--- src/rtl/pattern_sequencer_pkg.sv ---
// Shared definitions for the button pattern sequencer: FSM state encoding
// and the LED one-hot helper.
package pattern_sequencer_pkg;

    typedef enum logic [1:0] {
        ST_IDLE = 2'd0,
        ST_SHOW = 2'd1,
        ST_GAP  = 2'd2
    } state_e;

    localparam int ONEHOT_W = 32;

    // Callers slice the low NUM_BTN bits of the result.
    function automatic logic [ONEHOT_W-1:0] onehot(input logic [4:0] idx);
        return 32'd1 << idx;
    endfunction

endpackage

--- src/rtl/pattern_sequencer_seq_timer.sv ---
// Step/gap interval timer: counts while enabled and flags the cycle where the
// count reaches the selected limit, restarting from zero after it.
module seq_timer #(
    parameter int CNT_W = 24
) (
    input  logic             clk,
    input  logic             rst,
    input  logic             clr,
    input  logic             en,
    input  logic [CNT_W-1:0] limit,
    output logic             done
);

    logic [CNT_W-1:0] cnt_r;

    assign done = en && (cnt_r == limit);

    // Interval counter; clear dominates, wraps to zero on reaching the limit.
    always_ff @(posedge clk or posedge rst) begin
        if (rst) begin
            cnt_r <= '0;
        end else if (clr) begin
            cnt_r <= '0;
        end else if (en) begin
            cnt_r <= done ? '0 : cnt_r + 1'b1;
        end else begin
            cnt_r <= cnt_r;
        end
    end

endmodule

--- src/rtl/pattern_sequencer.sv ---
// Records debounced button presses into a small sequence memory and plays the
// recorded order back on the LEDs, one lit step followed by a dark gap.
module pattern_sequencer
    import pattern_sequencer_pkg::*;
#(
    parameter int NUM_BTN     = 4,
    parameter int DEPTH       = 8,
    parameter int ADDR_W      = 3,
    parameter int CNT_W       = 24,
    parameter int STEP_CYCLES = 6000000 - 1,
    parameter int GAP_CYCLES  = 1200000 - 1
) (
    input  logic               clk,
    input  logic               rst,
    input  logic [NUM_BTN-1:0] btn_pulse,
    input  logic               play_pulse,
    input  logic               clear_pulse,
    output logic [NUM_BTN-1:0] led,
    output logic               busy,
    output logic               full,
    output logic [ADDR_W:0]    count
);

    localparam int               IDX_W    = (NUM_BTN > 1) ? $clog2(NUM_BTN) : 1;
    localparam logic [ADDR_W:0]  DEPTH_C  = (ADDR_W + 1)'(DEPTH);
    localparam logic [CNT_W-1:0] STEP_LIM = CNT_W'(STEP_CYCLES);
    localparam logic [CNT_W-1:0] GAP_LIM  = CNT_W'(GAP_CYCLES);

    state_e              state_r, state_s;
    logic [ADDR_W-1:0]   rd_ptr_r, rd_ptr_s;
    logic [ADDR_W:0]     count_r, count_s;
    logic [NUM_BTN-1:0]  led_r, led_s;
    logic                busy_r;
    logic [IDX_W-1:0]    mem_r [DEPTH];

    logic                wr_en_s;
    logic [IDX_W-1:0]    btn_idx_s;
    logic                btn_any_s;
    logic                full_s;
    logic                last_step_s;
    logic                tmr_clr_s, tmr_en_s, tmr_done_s;
    logic [CNT_W-1:0]    tmr_limit_s;
    logic [ONEHOT_W-1:0] oh_s;

    assign full_s      = (count_r == DEPTH_C);
    assign btn_any_s   = |btn_pulse;
    assign last_step_s = ({1'b0, rd_ptr_r} == (count_r - 1'b1));

    // Lowest-index pressed button wins when several pulse together.
    always_comb begin
        btn_idx_s = '0;
        for (int i = NUM_BTN - 1; i >= 0; i--) begin
            btn_idx_s = btn_pulse[i] ? IDX_W'(i) : btn_idx_s;
        end
    end

    // Timer runs only during playback; an abort clears it alongside the FSM.
    always_comb begin
        tmr_en_s    = (state_r != ST_IDLE);
        tmr_clr_s   = (state_r == ST_IDLE) || clear_pulse;
        tmr_limit_s = (state_r == ST_SHOW) ? STEP_LIM : GAP_LIM;
    end

    seq_timer #(
        .CNT_W (CNT_W)
    ) u_timer (
        .clk   (clk),
        .rst   (rst),
        .clr   (tmr_clr_s),
        .en    (tmr_en_s),
        .limit (tmr_limit_s),
        .done  (tmr_done_s)
    );

    // Next-state, pointer and count logic; clear > play > button.
    always_comb begin
        state_s  = state_r;
        rd_ptr_s = rd_ptr_r;
        count_s  = count_r;
        wr_en_s  = 1'b0;
        case (state_r)
            ST_IDLE: begin
                if (clear_pulse) begin
                    count_s = '0;
                end else if (play_pulse) begin
                    if (count_r != '0) begin
                        state_s  = ST_SHOW;
                        rd_ptr_s = '0;
                    end else begin
                        state_s = ST_IDLE;
                    end
                end else if (btn_any_s && !full_s) begin
                    wr_en_s = 1'b1;
                    count_s = count_r + 1'b1;
                end else begin
                    wr_en_s = 1'b0;
                end
            end
            ST_SHOW: begin
                if (clear_pulse) begin
                    state_s  = ST_IDLE;
                    rd_ptr_s = '0;
                    count_s  = '0;
                end else if (tmr_done_s) begin
                    state_s = ST_GAP;
                end else begin
                    state_s = ST_SHOW;
                end
            end
            ST_GAP: begin
                if (clear_pulse) begin
                    state_s  = ST_IDLE;
                    rd_ptr_s = '0;
                    count_s  = '0;
                end else if (tmr_done_s) begin
                    if (last_step_s) begin
                        state_s = ST_IDLE;
                    end else begin
                        state_s  = ST_SHOW;
                        rd_ptr_s = rd_ptr_r + 1'b1;
                    end
                end else begin
                    state_s = ST_GAP;
                end
            end
            default: begin
                state_s  = ST_IDLE;
                rd_ptr_s = '0;
                count_s  = '0;
            end
        endcase
    end

    // LED value for the coming cycle, so the output is a plain register.
    always_comb begin
        oh_s  = onehot(5'(mem_r[rd_ptr_s]));
        led_s = (state_s == ST_SHOW) ? oh_s[NUM_BTN-1:0] : '0;
    end

    // Control and output registers.
    always_ff @(posedge clk or posedge rst) begin
        if (rst) begin
            state_r  <= ST_IDLE;
            rd_ptr_r <= '0;
            count_r  <= '0;
            led_r    <= '0;
            busy_r   <= 1'b0;
        end else begin
            state_r  <= state_s;
            rd_ptr_r <= rd_ptr_s;
            count_r  <= count_s;
            led_r    <= led_s;
            busy_r   <= (state_s != ST_IDLE);
        end
    end

    // Sequence memory; contents survive clear, only the count is reset.
    always_ff @(posedge clk) begin
        if (wr_en_s) begin
            mem_r[count_r[ADDR_W-1:0]] <= btn_idx_s;
        end
    end

    assign led   = led_r;
    assign busy  = busy_r;
    assign full  = full_s;
    assign count = count_r;

endmodule

--- config.mk ---
export PLATFORM = sky130hd
export DESIGN_NAME = pattern_sequencer
export DESIGN_NICKNAME = d
export VERILOG_FILES = /design/src/rtl/pattern_sequencer_pkg.sv /design/src/rtl/pattern_sequencer_seq_timer.sv /design/src/rtl/pattern_sequencer.sv
export SDC_FILE = /design/constraint.sdc
export NUM_CORES = 1
export LEC_CHECK = 0
export CELL_PAD_IN_SITES_DETAIL_PLACEMENT = 0
export CELL_PAD_IN_SITES_GLOBAL_PLACEMENT = 1
export CORE_MARGIN = 2
export CORE_UTILIZATION = 40
export CTS_BUF_LIST = sky130_fd_sc_hd__clkbuf_4 sky130_fd_sc_hd__clkbuf_8 sky130_fd_sc_hd__clkbuf_16
export CTS_CLUSTER_SIZE = 24
export DETAILED_ROUTE_END_ITERATION = 16
export DONT_BUFFER_PORTS = 1
export PLACE_DENSITY = 0.75
export SYNTH_ARGS = -nofsm -noshare
export SYNTH_HDL_FRONTEND = slang
export SYNTH_HIERARCHICAL = 1
export SYNTH_SLANG_ARGS = --single-unit
--- constraint.sdc ---
create_clock -name clk -period 8.1 [get_ports clk]
set_clock_uncertainty 0.2 [all_clocks]
set_input_delay 0.81 -clock clk [delete_from_list [all_inputs] [get_ports clk]]
set_output_delay 0.81 -clock clk [all_outputs]
set_load 0.05 [all_outputs]
==> results.md <==
* Slew Viols, Final at 0
* Die W at around 95 um
* Post-CTS setup buffer count at 0
* DR pass1 iterations at 4
* Routed len/inst at around 15 um
* Fillers at 750
* CP Data Arrival Time at 4510 ps
* Top cell by count, worst path: inv_1
* Initial cell density of the core at 41.0%
* Synth unique cells at 60
* Proportion of layout cells with a drive suffix above 1 at 8.96%
* WS Path Type: reg -> reg
* Mapped Avg Cell Area at 9.69 um^2
* Post-Syn Area at 3330 um^2
* Leading area contributor after synthesis: dfrtp_1
* Final Hold Fails at 0
* Clk slew on worst S/H paths at around 100 ps
* PostCTS Resize Cnt at 0
* CTS tree: done
* CP max-delay cell: or4_4
* Worst Setup SP: state_r[1]$_DFF_PP0_
* MaxCap Viol Count at 0
* Synth top area share at 28.5%
* Die Y at 95.3 um
* Slew HR at about 35%
* Post-route ant nets at 0
* Fin crit period at 4490 ps
* Number of nets in the layout at 372
* Die area at 9080 um^2
* Final setup vio count at 0
* CP endpoint kind: flip-flop
* Post-Route WL at 7080 um
* Cts bufs inserted at 5
* CTS Buffer Depth at 2
* Fin crit share at 55.5%
* Synth top area cells: dfrtp_1 (29%), edfxtp_1 (14%), nand3_1 (4.2%)
* Vias at 2517
* Startpoint types: flip-flop
* LEAKAGE at between 1 and 1.5 nW
* Worst-margin pin slew at 968 ps
* Most frequent cell after synthesis: dfrtp_1
* Min Hold Slack at 230 ps
* Post-synth EDFFs at 16
* Peak VDD IR at 0.0626 mV
* First-pass GRT wire length at 11800 um
* PortBufs at 0
* Initial antenna violation count at 0
* I/O pins at 18
* GPL Wtd Cong at 0.865
* # rows at 33
* Post-synth top cells: dfrtp_1 (38), nand2_1 (32), nand3_1 (28), inv_1 (23), nor2_1 (21)
* Main synth FF type: dfrtp_1
* FF+latch count, synth at between 50 and 60
* RSZ-0062 raised after global routing: false
* HP Class: in -> async
* Peak per-stage delay on the critical path at 580 ps
* Status: complete, no violations
* CTS H-tree depth at 2
* CTS sink count at 54
* Post-synthesis cell count at 344
* Synth warn at 6
* Hold_buf cts at 0
* Clk_lat worst skew at 310 ps
* Root buffer cell: clkbuf_8
* Area grow syn2layout at 5.86%
* Iteration-0 DRC Markers at 115
* Diodes inserted at 0
* Worst-path cell chain: inv_1, ha_1, inv_1, xnor2_1, nand4_1, or4_4, nor2_1, inv_1, a21o_1, o21ai_2, nand3_1, a21o_4, inv_4, mux4_2, mux2_2, nor3_2
* Routed vias/inst at 5.45
* Placeable Area at 8130 um^2
* Sequential share of the synthesized area at 43.0%
* Worst r2r src: state_r[1]$_DFF_PP0_
* Post-synth ARST share at between 70% and 80%
* GRT Overall Usage at between 10% and 20%
* Crit Path Max Fanout at 8
* Peak Freq at ~220 MHz
* Data required time of the worst path at 8120 ps
* Pin count of the biggest net entering global routing at 25
* Residual DRC at 0
* Cell Pwr Density at 191 nW/um^2
* Final Util at between 40 and 50%
* TNS Setup at 0 ps
* GRT overflow at 0
* Post-DP HPWL at 5220 um
* Vias in the first global route at 2451
==> per-layer routing <==
metal	vias to the layer above	GRT usage (%)	share of wire [%]
li1	1245	-	-
met5	-	0	0
met2	51	28.9	49
met4	0	5.43	1.4
met1	1213	21.7	47
met3	8	2.77	3.4
==> final timing paths <==
| kind | cells past startpoint | endpoint | slack [ps] |
|---|---|---|---|
| min in group clk | 1 | count[1]$_DFFE_PP0P_ | 350 |
| setup / recovery | 16 | led[2]$_DFF_PP0_ | 3610 |
| hold / removal | 1 | count[2]$_DFFE_PP0P_ | 230 |
| setup reg to reg | 16 | led[2]$_DFF_PP0_ | 3610 |
| hold reg to reg | 2 | u_timer/cnt_r[23]$_DFFE_PP0P_ | 370 |
| max in group asynchronous | 1 | u_timer/cnt_r[0]$_DFFE_PP0P_ | 6690 |
==> cell families after synthesis <==
group	count (synthesis)	share of synthesized area [%]
flops	54	43.0
buf+inv	36	5.56
simple gates	146	23.0
mux	6	2.63
fa+ha+maj	8	3.00
compound gates	63	14.8
other cells	2	0.225
xor+xnor	29	7.85
==> registers in the layout, indices dropped and copies added, names as in the netlist <==
signal,count
busy,1
count,4
led,4
mem_r,16
rd_ptr_r,3
state_r,2
u_timer/cnt_r,24
==> placed cells by master (no fill, tap or decap), drive strengths merged, types with 8 or more instances in the layout <==
master / n
edfxtp: 16
nand2: 32
o21ai: 19
nor3: 14
xor2: 14
inv: 25
xnor2: 15
ha: 8
conb: 18
nand4: 10
nor2: 21
dfrtp: 38
nand3: 28
or3: 8
a21oi: 11
==> worst max-delay path: cells and delay by family, from the launching register on <==
kind | cells | cell delay (ps)
flops | 1 | 430
simple gates | 5 | 1290
mux | 2 | 790
buf+inv | 4 | 470
fa+ha+maj | 1 | 410
compound gates | 3 | 640
xor+xnor | 1 | 160
==> cell type report <==
class | instances | area (um^2) | share of cell area, %
Clock buffer | 6 | 82.6 | 2.34
Sequential cell | 54 | 1430 | 40.6
Clock inverter | 2 | 7.51 | 0.213
Tap cell | 105 | 131 | 3.72
Multi-Input combinational cell | 270 | 1780 | 50.4
Inverter | 25 | 96.3 | 2.73
==> through the flow <==
step	std cells	area (um^2)	total power, mW	setup slack, ps
final	462	3530	0.673	3610
after global routing	462	3530	0.713	3420
after CTS	462	3530	0.678	3620
after detailed placement	454	3440	0.527	3650
after global placement	454	3440	0.524	3800
after floorplan	360	3390	0.493	4010
==> power breakdown <==
group | internal (mW) | total (mW) | switching, mW
Clock | 0.0675 | 0.152 | 0.0840
Combinational | 0.0625 | 0.177 | 0.114
Sequential | 0.295 | 0.345 | 0.0500
Total | 0.425 | 0.673 | 0.248
Note: power is estimated with default switching activity, not from simulation.
